## src/rtl/uart_rx.sv

```systemverilog
// 8N1 UART receiver: 16x oversampling, start-bit glitch rejection, break
// lockout, and a first-word-fall-through receive FIFO with a valid/ready port.
`timescale 1ns/1ps
module uart_rx #(
  parameter int unsigned CLK_FREQ   = 100000000,
  parameter int unsigned BAUD       = 9600,
  parameter int unsigned FIFO_DEPTH = 4
) (
  input  logic       clk,
  input  logic       rst,
  input  logic       rx,
  output logic [7:0] rx_data,
  output logic       rx_valid,
  input  logic       rx_ready,
  output logic       frame_err,
  output logic       overrun,
  output logic       busy
);

  localparam int unsigned DIV_RAW = CLK_FREQ / (BAUD * 16);
  localparam int unsigned DIV     = (DIV_RAW < 1) ? 1 : DIV_RAW;
  localparam int unsigned DIV_W   = (DIV > 1) ? $clog2(DIV) : 1;
  localparam int unsigned AW      = (FIFO_DEPTH > 1) ? $clog2(FIFO_DEPTH) : 1;
  localparam int unsigned CW      = AW + 1;

  typedef enum logic [2:0] {
    S_IDLE,
    S_START,
    S_DATA,
    S_STOP,
    S_WAIT_HIGH
  } state_e;

  // Two-flop synchroniser; idles high so reset never looks like a start edge.
  logic sync1_q;
  logic rxs_q;

  always_ff @(posedge clk) begin
    if (rst) begin
      sync1_q <= 1'b1;
      rxs_q   <= 1'b1;
    end else begin
      sync1_q <= rx;
      rxs_q   <= sync1_q;
    end
  end

  // Free-running 16x baud tick.
  logic [DIV_W-1:0] div_q;
  logic             tick;

  assign tick = (div_q == DIV_W'(DIV - 1));

  always_ff @(posedge clk) begin
    if (rst) begin
      div_q <= '0;
    end else if (tick) begin
      div_q <= '0;
    end else begin
      div_q <= div_q + DIV_W'(1);
    end
  end

  state_e     state_q;
  logic [3:0] cnt_q;
  logic [2:0] idx_q;
  logic [7:0] shift_q;
  logic       frame_err_q;
  logic       push_c;

  // Good stop bit at mid-bit: the byte is written into the FIFO on this edge.
  assign push_c = (state_q == S_STOP) && tick && (cnt_q == 4'd15) && rxs_q;

  always_ff @(posedge clk) begin
    if (rst) begin
      state_q     <= S_IDLE;
      cnt_q       <= '0;
      idx_q       <= '0;
      shift_q     <= '0;
      frame_err_q <= 1'b0;
    end else begin
      frame_err_q <= 1'b0;
      if (tick) begin
        case (state_q)
          S_IDLE: begin
            if (!rxs_q) begin
              state_q <= S_START;
              cnt_q   <= '0;
            end
          end
          S_START: begin
            if (cnt_q == 4'd7) begin
              if (!rxs_q) begin
                state_q <= S_DATA;
                cnt_q   <= '0;
                idx_q   <= '0;
              end else begin
                state_q <= S_IDLE;
              end
            end else begin
              cnt_q <= cnt_q + 4'd1;
            end
          end
          S_DATA: begin
            if (cnt_q == 4'd15) begin
              shift_q[idx_q] <= rxs_q;
              cnt_q          <= '0;
              if (idx_q == 3'd7) begin
                state_q <= S_STOP;
              end else begin
                idx_q <= idx_q + 3'd1;
              end
            end else begin
              cnt_q <= cnt_q + 4'd1;
            end
          end
          S_STOP: begin
            if (cnt_q == 4'd15) begin
              cnt_q <= '0;
              if (rxs_q) begin
                state_q <= S_IDLE;
              end else begin
                frame_err_q <= 1'b1;
                state_q     <= S_WAIT_HIGH;
              end
            end else begin
              cnt_q <= cnt_q + 4'd1;
            end
          end
          S_WAIT_HIGH: begin
            if (rxs_q) begin
              state_q <= S_IDLE;
            end
          end
          default: state_q <= S_IDLE;
        endcase
      end
    end
  end

  // Receive FIFO: full push is accepted only when a pop frees the slot.
  logic [7:0]    mem_q [FIFO_DEPTH];
  logic [AW-1:0] wr_q;
  logic [AW-1:0] rd_q;
  logic [CW-1:0] count_q;
  logic [CW-1:0] count_d;
  logic          overrun_q;
  logic          full_c;
  logic          pop_c;
  logic          accept_c;

  assign full_c   = (count_q == CW'(FIFO_DEPTH));
  assign pop_c    = rx_valid && rx_ready;
  assign accept_c = push_c && (!full_c || pop_c);

  always_comb begin
    count_d = count_q;
    if (accept_c && !pop_c) begin
      count_d = count_q + CW'(1);
    end else if (pop_c && !accept_c) begin
      count_d = count_q - CW'(1);
    end
  end

  always_ff @(posedge clk) begin
    if (rst) begin
      for (int unsigned i = 0; i < FIFO_DEPTH; i++) begin
        mem_q[i] <= '0;
      end
      wr_q      <= '0;
      rd_q      <= '0;
      count_q   <= '0;
      overrun_q <= 1'b0;
    end else begin
      overrun_q <= push_c && full_c && !pop_c;
      count_q   <= count_d;
      if (accept_c) begin
        mem_q[wr_q] <= shift_q;
        wr_q        <= wr_q + AW'(1);
      end
      if (pop_c) begin
        rd_q <= rd_q + AW'(1);
      end
    end
  end

  assign rx_data   = mem_q[rd_q];
  assign rx_valid  = (count_q != '0);
  assign frame_err = frame_err_q;
  assign overrun   = overrun_q;
  assign busy      = (state_q != S_IDLE);

endmodule

```

## config.mk

```make
export PLATFORM = sky130hd
export DESIGN_NAME = uart_rx
export DESIGN_NICKNAME = d
export VERILOG_FILES = /design/src/rtl/uart_rx.sv
export SDC_FILE = /design/constraint.sdc
export NUM_CORES = 1
export LEC_CHECK = 0
export ABC_AREA = 1
export BUFFER_PORTS_ARGS = -buffer_cell sky130_fd_sc_hd__buf_2
export CORE_MARGIN = 1
export CORE_UTILIZATION = 61
export DETAILED_ROUTE_END_ITERATION = 8
export PLACE_DENSITY = 0.85
export SKIP_LAST_GASP = 1
export SLEW_MARGIN = 25
export SYNTH_ARGS = -nofsm -noshare
export SYNTH_HDL_FRONTEND = slang
export SYNTH_SLANG_ARGS = --single-unit
```

## constraint.sdc

```tcl
create_clock -name clk -period 2.6 [get_ports clk]
set_input_delay 0.26 -clock clk [delete_from_list [all_inputs] [get_ports clk]]
set_output_delay 0.26 -clock clk [all_outputs]
set_load 0.01 [all_outputs]
```

==> results.ini, run 1 <==
[status]
outcome = finished clean

[final_layout]
final_area_um2 = 3900
diodes = 0
drive_gt1_frac = 0.126
fin_nets = 457
syn2layout_area_growth_pct = 12.1

[power]
power_density_nw_per_um2 = 702
leakage_nw = 1.49
ir_drop_mv = 0.566
total_power_mw = 2.74

[critical_path]
worst-path-buf-inv = 1
start_kind = register
slowest_stage = dfxtp_1
cp.arrival_ns = 2.63
crit_fanout = 5
worstSetupEndpointType = register
crit_family = adder cells
critPathMaxStageDelay_ns = 0.38
path_class = register to register
crit_chain = ha_2, nand3_4, nor2_4, nand4_4, nor2_4, ha_1, inv_1, fa_1, a21oi_1, o21ai_0, o21ai_1, a21oi_1
worstPathRequired_ns = 2.83

[clocking]
clockBufferDepth = 2
insertion_delay_ns = 0.36
numCtsBuffers = 9
cts_tree = yes
cts.sinks = 73
htree_levels = 3
root_buffer = clkbuf_8
holdBufCountCts = 0
clk_pin_slew_worst_paths_ns = 0.07

[grt]
grt_max_degree = 18
grt_util_met3 = 0.0600
grt_pass1_vias = 2730
grt_most_used_layer = met2
track_usage = 0.256
antenna_found_initial = 0
grt_pass1_wl_um = 11900
grtUsageMet2 = 0.436
grt-ovfl-total = 0
grtUsageMet1 = 0.288

[timing]
drv_slew = 0
skew_ns = 0.0117
worstMarginPinSlew_ns = 0.505
rsz0062_at_grt = no
fin_crit_ns = 2.40
fin_tns_setup_ns = 0
max_freq_ghz = 0.417
hold_viol_final = 0
finalCritPeriodShare = 0.923
setup-violations-final = 0
slew_headroom = 0.662

[floorplanning]
die_h_um = 77.5
rows = 27
initial_core_util = 0.631
die_w_um = 77.5
dieArea_um2 = 6000
pin_count = 16
coreArea_um2 = 5510

[yosys]
synth-seq-cells = 73
synth_cells = 422
syn_nets = 433
synth.cell_area_um2 = 3480
yosysUniqueCellTypes = 31
seq_area_frac_synth = 0.513
yosysWarnings = 0
post_synth.cell_area_avg_um2 = 8.24

[placement]
numPortBuffers = 15
globalplace.congestion = 0.890
dp_hpwl_um = 4780
placed_cell_area_um2 = 3630

[detailed_routing]
vias_per_cell = 5.33
wl_um = 6910
dr.pass1.iters = 5
ant_nets = 0
drc = 0
drt-initial-drc-count = 235
wl_per_cell_um = 13.2
num_vias = 2788

[hold_path]
hp-class = input port to register

[flow_run]
drv_cap = 0

[worst register-to-register path, cell delays in order (launching register included)]
cell,delay [ns]
dfxtp_1,0.38
ha_2,0.24
nand3_4,0.12
nor2_4,0.16
nand4_4,0.15
nor2_4,0.16
ha_1,0.15
inv_1,0.06
fa_1,0.38
a21oi_1,0.16
o21ai_0,0.13
o21ai_1,0.14
a21oi_1,0.06
[Yosys cell counts]
master,number,area (µm²)
ha_1,6,75.1
clkbuf_2,1,5.00
nor2_1,92,345
nor3_4,1,16.3
clkinv_1,1,3.75
xor2_1,1,8.76
nand4_4,4,85.1
inv_1,52,195
clkbuf_1,4,15.0
nand4_1,2,12.5
a21oi_1,20,100
and2_1,1,6.26
nor2_4,6,67.6
nor3_1,5,25.0
dfxtp_1,41,821
o21ai_0,31,155
nand2_1,73,274
o21ai_1,1,5.00
edfxtp_1,32,961
o22ai_1,9,56.3
inv_2,1,3.75
nor3b_1,2,15.0
nor2_2,1,6.26
nand2_2,3,18.8
fa_1,1,20.0
o21bai_1,1,7.51
buf_2,2,10.0
or2_2,3,18.8
nand3_1,23,115
nand3_4,1,17.5
nor3_2,1,10.0
[report_power, final]
| group | total (mW) | switching [mW] | internal (mW) |
|---|---|---|---|
| logic | 0.361 | 0.234 | 0.127 |
| registers | 1.29 | 0.0342 | 1.25 |
| clock network | 1.09 | 0.425 | 0.664 |
| total | 2.74 | 0.694 | 2.04 |
[stage by stage]
| stage | cells | util | hold WS, ns | setup WS [ns] |
|---|---|---|---|---|
| 2_1_floorplan | 422 | - | 0.364 | 0.367 |
| 3_3_place_gp | 505 | 0.660 | 0.391 | 0.275 |
| 3_5_place_dp | 505 | 0.660 | 0.398 | 0.128 |
| 4_1_cts | 521 | 0.704 | 0.0825 | 0.109 |
| 5_1_grt | 523 | 0.708 | 0.0850 | 0.00466 |
| 6_report | 523 | 0.708 | 0.0872 | 0.200 |
[layout make-up]
| class | count | area, µm² |
|---|---|---|
| multi-input cells | 288 | 1460 |
| well taps | 72 | 90.1 |
| fillers | 406 | 1610 |
| repair buffers | 20 | 113 |
| clock inverters | 5 | 104 |
| flip-flops and latches | 73 | 1780 |
| inverters | 54 | 203 |
| clock buffers | 11 | 141 |
[cells by family (layout without fill, tap and decap cells)]
logic type	after synthesis	after routing	synth area share
buffers and inverters	61	90	0.0670
and+or+nand+nor	218	218	0.297
xor gates and xnor gates	1	1	0.00252
DFF	73	73	0.513
AOI/OAI and AO/OA	62	62	0.0932
adders and majority gates	7	7	0.0274
[timing repair]
item,in CTS,in global routing
endpoints found under the setup margin,0,1
setup buffers,0,2
gates resized for setup,0,2
[layer usage]
layer / up-vias / wire length [µm] / part of all wire
met5: - / 0 / 0
met4: 0 / 165 / 0.024
met3: 17 / 344 / 0.050
met2: 91 / 3520 / 0.51
met1: 1255 / 2870 / 0.42
li1: 1425 / - / -
[placed cells by master, fill, tap and decap left out, drive strengths merged]
cell / netlist / layout
nor2: 99 / 99
nand2: 76 / 76
inv: 53 / 53
dfxtp: 41 / 41
edfxtp: 32 / 32
o21ai: 32 / 32
nand3: 24 / 24
a21oi: 20 / 20
buf: 2 / 20
clkbuf: 5 / 11
o22ai: 9 / 9
nor3: 7 / 7
ha: 6 / 6
nand4: 6 / 6
or2: 3 / 3
bufinv: 0 / 3
clkinv: 1 / 3
nor3b: 2 / 2
xor2: 1 / 1
and2: 1 / 1
o21bai: 1 / 1
fa: 1 / 1
[sequential cells by signal, indices dropped and copies added (netlist names), 2 cells and up, named ones only]
signal,flops
div_q,10
rd_q,2
count_q,3
cnt_q,4
mem_q,32
idx_q,3
state_q,3
wr_q,2
shift_q,8
[final timing paths]
| check | endpoint | slack, ns | cells after the start | from |
|---|---|---|---|---|
| worst min-delay path | sync1_q | 0.09 | 2 | rx |
| worst max-delay path | count_q[2] | 0.20 | 12 | cnt_q[0] |
| worst max register to register | count_q[2] | 0.20 | 12 | cnt_q[0] |
| worst min register to register | rxs_q | 0.42 | 1 | sync1_q |
(Power assumes the default switching activity.)
==> run 2: changes to the inputs <==
Settings changed: PLACE_DENSITY 0.85 to 0.9.
==> run 2 against run 1 <==
  * Critical path depth unchanged
  * Setup slack got worse by 0.090 ns
  * Count of clock-buffer cells in the layout unchanged
  * Die area unchanged
  * Clock skew about the same
  * Critical endpoint unchanged
  * Hold slack improved by 0.011 ns
  * Highest routed layer unchanged
  * Design area down 1.8%
  * Flip-flop and latch count unchanged
  * Combinational power about the same
  * Largest cell class unchanged
  * Wire length down 3.0%
  * Non-clock buffer count shrank 3
  * Sequential share of layout area rose by 0.84 points
==> results.ini, run 2 (same netlist as run 1, synthesis figures left out) <==
[final_layout]
largest_reg_flops = 32  ; unchanged
layout_common_cells = 92 x nor2_1, 73 x nand2_1, 52 x inv_1  ; unchanged
top_regs = mem_q (32), div_q (10), shift_q (8)  ; unchanged
num-fill-cells = 415  ; was 406
regMostFlops = mem_q  ; unchanged
diodes = 0  ; unchanged
drive_gt1_frac = 0.121  ; was 0.126
final_common_cell = nor2_1  ; unchanged
fin_nets = 454  ; was 457
syn2layout_area_growth_pct = 10.1  ; was 12.1%
final_area_um2 = 3830  ; was 3900 µm²

[power]
power_frac_seq = 0.513  ; was 0.470
power_density_nw_per_um2 = 656  ; was 702 nW/µm²
ir_drop_mv = 0.361  ; was 0.566 mV
pwr-share-comb = 0.144  ; was 0.132
clkPwrFrac = 0.342  ; was 0.398
p_sw_uw = 702  ; was 694 µW
leakage_nw = 1.45  ; was 1.49 nW
p_sw_frac = 0.280  ; was 0.254
internal_power_mw = 1.81  ; was 2.04 mW

[clocking]
root_buffer = clkbuf_8  ; unchanged
cts.sinks = 73  ; unchanged
htree_levels = 3  ; unchanged
insertion_delay_ns = 0.35  ; was 0.36 ns
postCtsResizedCells = 0  ; unchanged
clk_pin_slew_worst_paths_ns = 0.09  ; was 0.07 ns
cts_tree = yes  ; unchanged
holdBufCountCts = 0  ; unchanged
numCtsBuffers = 9  ; unchanged
cts_setup_buffers = 0  ; unchanged
clockBufferDepth = 2  ; unchanged

[critical_path]
crit_fanout = 5  ; unchanged
crit_family = adder cells  ; unchanged
cp.arrival_ns = 2.73  ; was 2.63 ns
worstPathRequired_ns = 2.84  ; was 2.83 ns
start_kind = register  ; unchanged
crit_chain = ha_1, nand3_4, nor2_4, nand4_4, nor2_4, ha_1, inv_1, fa_1, a21oi_1, o21ai_0, o21ai_0, a21oi_1  ; was ha_2, nand3_4, nor2_4, nand4_4, nor2_4, ha_1, inv_1, fa_1, a21oi_1, o21ai_0, o21ai_1, a21oi_1
path_class = register to register  ; unchanged
critPathMaxStageDelay_ns = 0.39  ; was 0.38 ns
slowest_stage = fa_1  ; was dfxtp_1
worst-path-buf-inv = 1  ; unchanged
worstSetupEndpointType = register  ; unchanged

[timing]
worstMarginPinSlew_ns = 0.447  ; was 0.505 ns
fin_crit_ns = 2.49  ; was 2.40 ns
rsz0062_at_grt = no  ; unchanged
hold_viol_final = 0  ; unchanged
finalCritPeriodShare = 0.958  ; was 0.923
fin_tns_setup_ns = 0  ; unchanged
fin_ws_ns = 0.110  ; was 0.200 ns
setup-violations-final = 0  ; unchanged
skew_ns = 0.0119  ; was 0.0117 ns
drv_slew = 0  ; unchanged
max_freq_ghz = 0.402  ; was 0.417 GHz
slew_headroom = 0.701  ; was 0.662

[grt]
track_usage = 0.242  ; was 0.256
grt_max_degree = 18  ; unchanged
grt-ovfl-total = 0  ; unchanged
antenna_found_initial = 0  ; unchanged
grt_pass1_wl_um = 11200  ; was 11900 µm
grt_pass1_vias = 2596  ; was 2730

[status]
outcome = finished clean  ; unchanged

[floorplanning]
pin_count = 16  ; unchanged
coreArea_um2 = 5510  ; unchanged
initial_core_util = 0.631  ; unchanged
dieArea_um2 = 6000  ; unchanged
die_h_um = 77.5  ; unchanged
die_w_um = 77.5  ; unchanged
rows = 27  ; unchanged

[placement]
dp_slack_ns = 0.125  ; was 0.128 ns
dp_hpwl_um = 4700  ; was 4780 µm
placed_cell_area_um2 = 3630  ; about the same
numPortBuffers = 15  ; unchanged
globalplace.congestion = 0.851  ; was 0.890

[detailed_routing]
wl_per_cell_um = 12.9  ; was 13.2 µm
drc = 0  ; unchanged
dr.pass1.iters = 5  ; unchanged
vias_per_cell = 5.42  ; was 5.33
wl_um = 6700  ; was 6910 µm
drt-initial-drc-count = 219  ; was 235
num_vias = 2818  ; was 2788
ant_nets = 0  ; unchanged

[flow_run]
drv_cap = 0  ; unchanged

[hold_path]
hp-class = input port to register  ; unchanged

run 2: worst register-to-register path, delay by kind of cell (launching register included):
family          cells  cell delay, ns
buf+inv             1            0.07
compound gates      4            0.50
simple gates        4            0.63
fa+ha+maj           3            0.82
flops               1            0.37
run 2: worst paths after layout:
| kind | startpoint | to | slack, ns | cells past startpoint |
|---|---|---|---|---|
| max | cnt_q[0] | count_q[2] | 0.11 | 12 |
| min | rx | sync1_q | 0.1 | 2 |
| max reg2reg | cnt_q[0] | count_q[2] | 0.11 | 12 |
| min reg2reg | sync1_q | rxs_q | 0.41 | 1 |
run 2: stage by stage:
stage          utilization  hold WS [ns]  instances  power (mW)
2_1_floorplan            -         0.364        422        1.55
3_5_place_dp         0.658         0.394        504        1.67
4_1_cts              0.695        0.0800        520        2.52
6_report             0.695        0.0982        520        2.51
3_3_place_gp         0.658         0.390        504        1.64
5_1_grt              0.695        0.0986        520        2.62
run 2: layout make-up:
cell class | instances | area (µm²) | area share
Multi-Input combinational cell | 288 | 1460 | 0.382
Clock inverter | 5 | 37.5 | 0.00981
Timing Repair Buffer | 17 | 90.1 | 0.0235
Clock buffer | 11 | 163 | 0.0425
Sequential cell | 73 | 1780 | 0.466
Tap cell | 72 | 90.1 | 0.0235
Inverter | 54 | 203 | 0.0530
run 2: layer usage:
metal  part of all wire  GRT usage  vias up
met5                  0          0        -
met4              0.017      0.136        0
met3              0.039     0.0318        9
met2               0.53      0.442       76
met1               0.41      0.271     1313
li1                   -          -     1420
run 2: power groups by stage:
stage | sequential, mW | clock (mW) | combinational [mW]
after CTS | 1.29 | 0.869 | 0.360
after detailed placement | 1.31 | 0 | 0.357
after global routing | 1.30 | 0.910 | 0.411
after floorplan | 1.31 | 0 | 0.243
final | 1.29 | 0.860 | 0.362
after global placement | 1.31 | 0 | 0.335
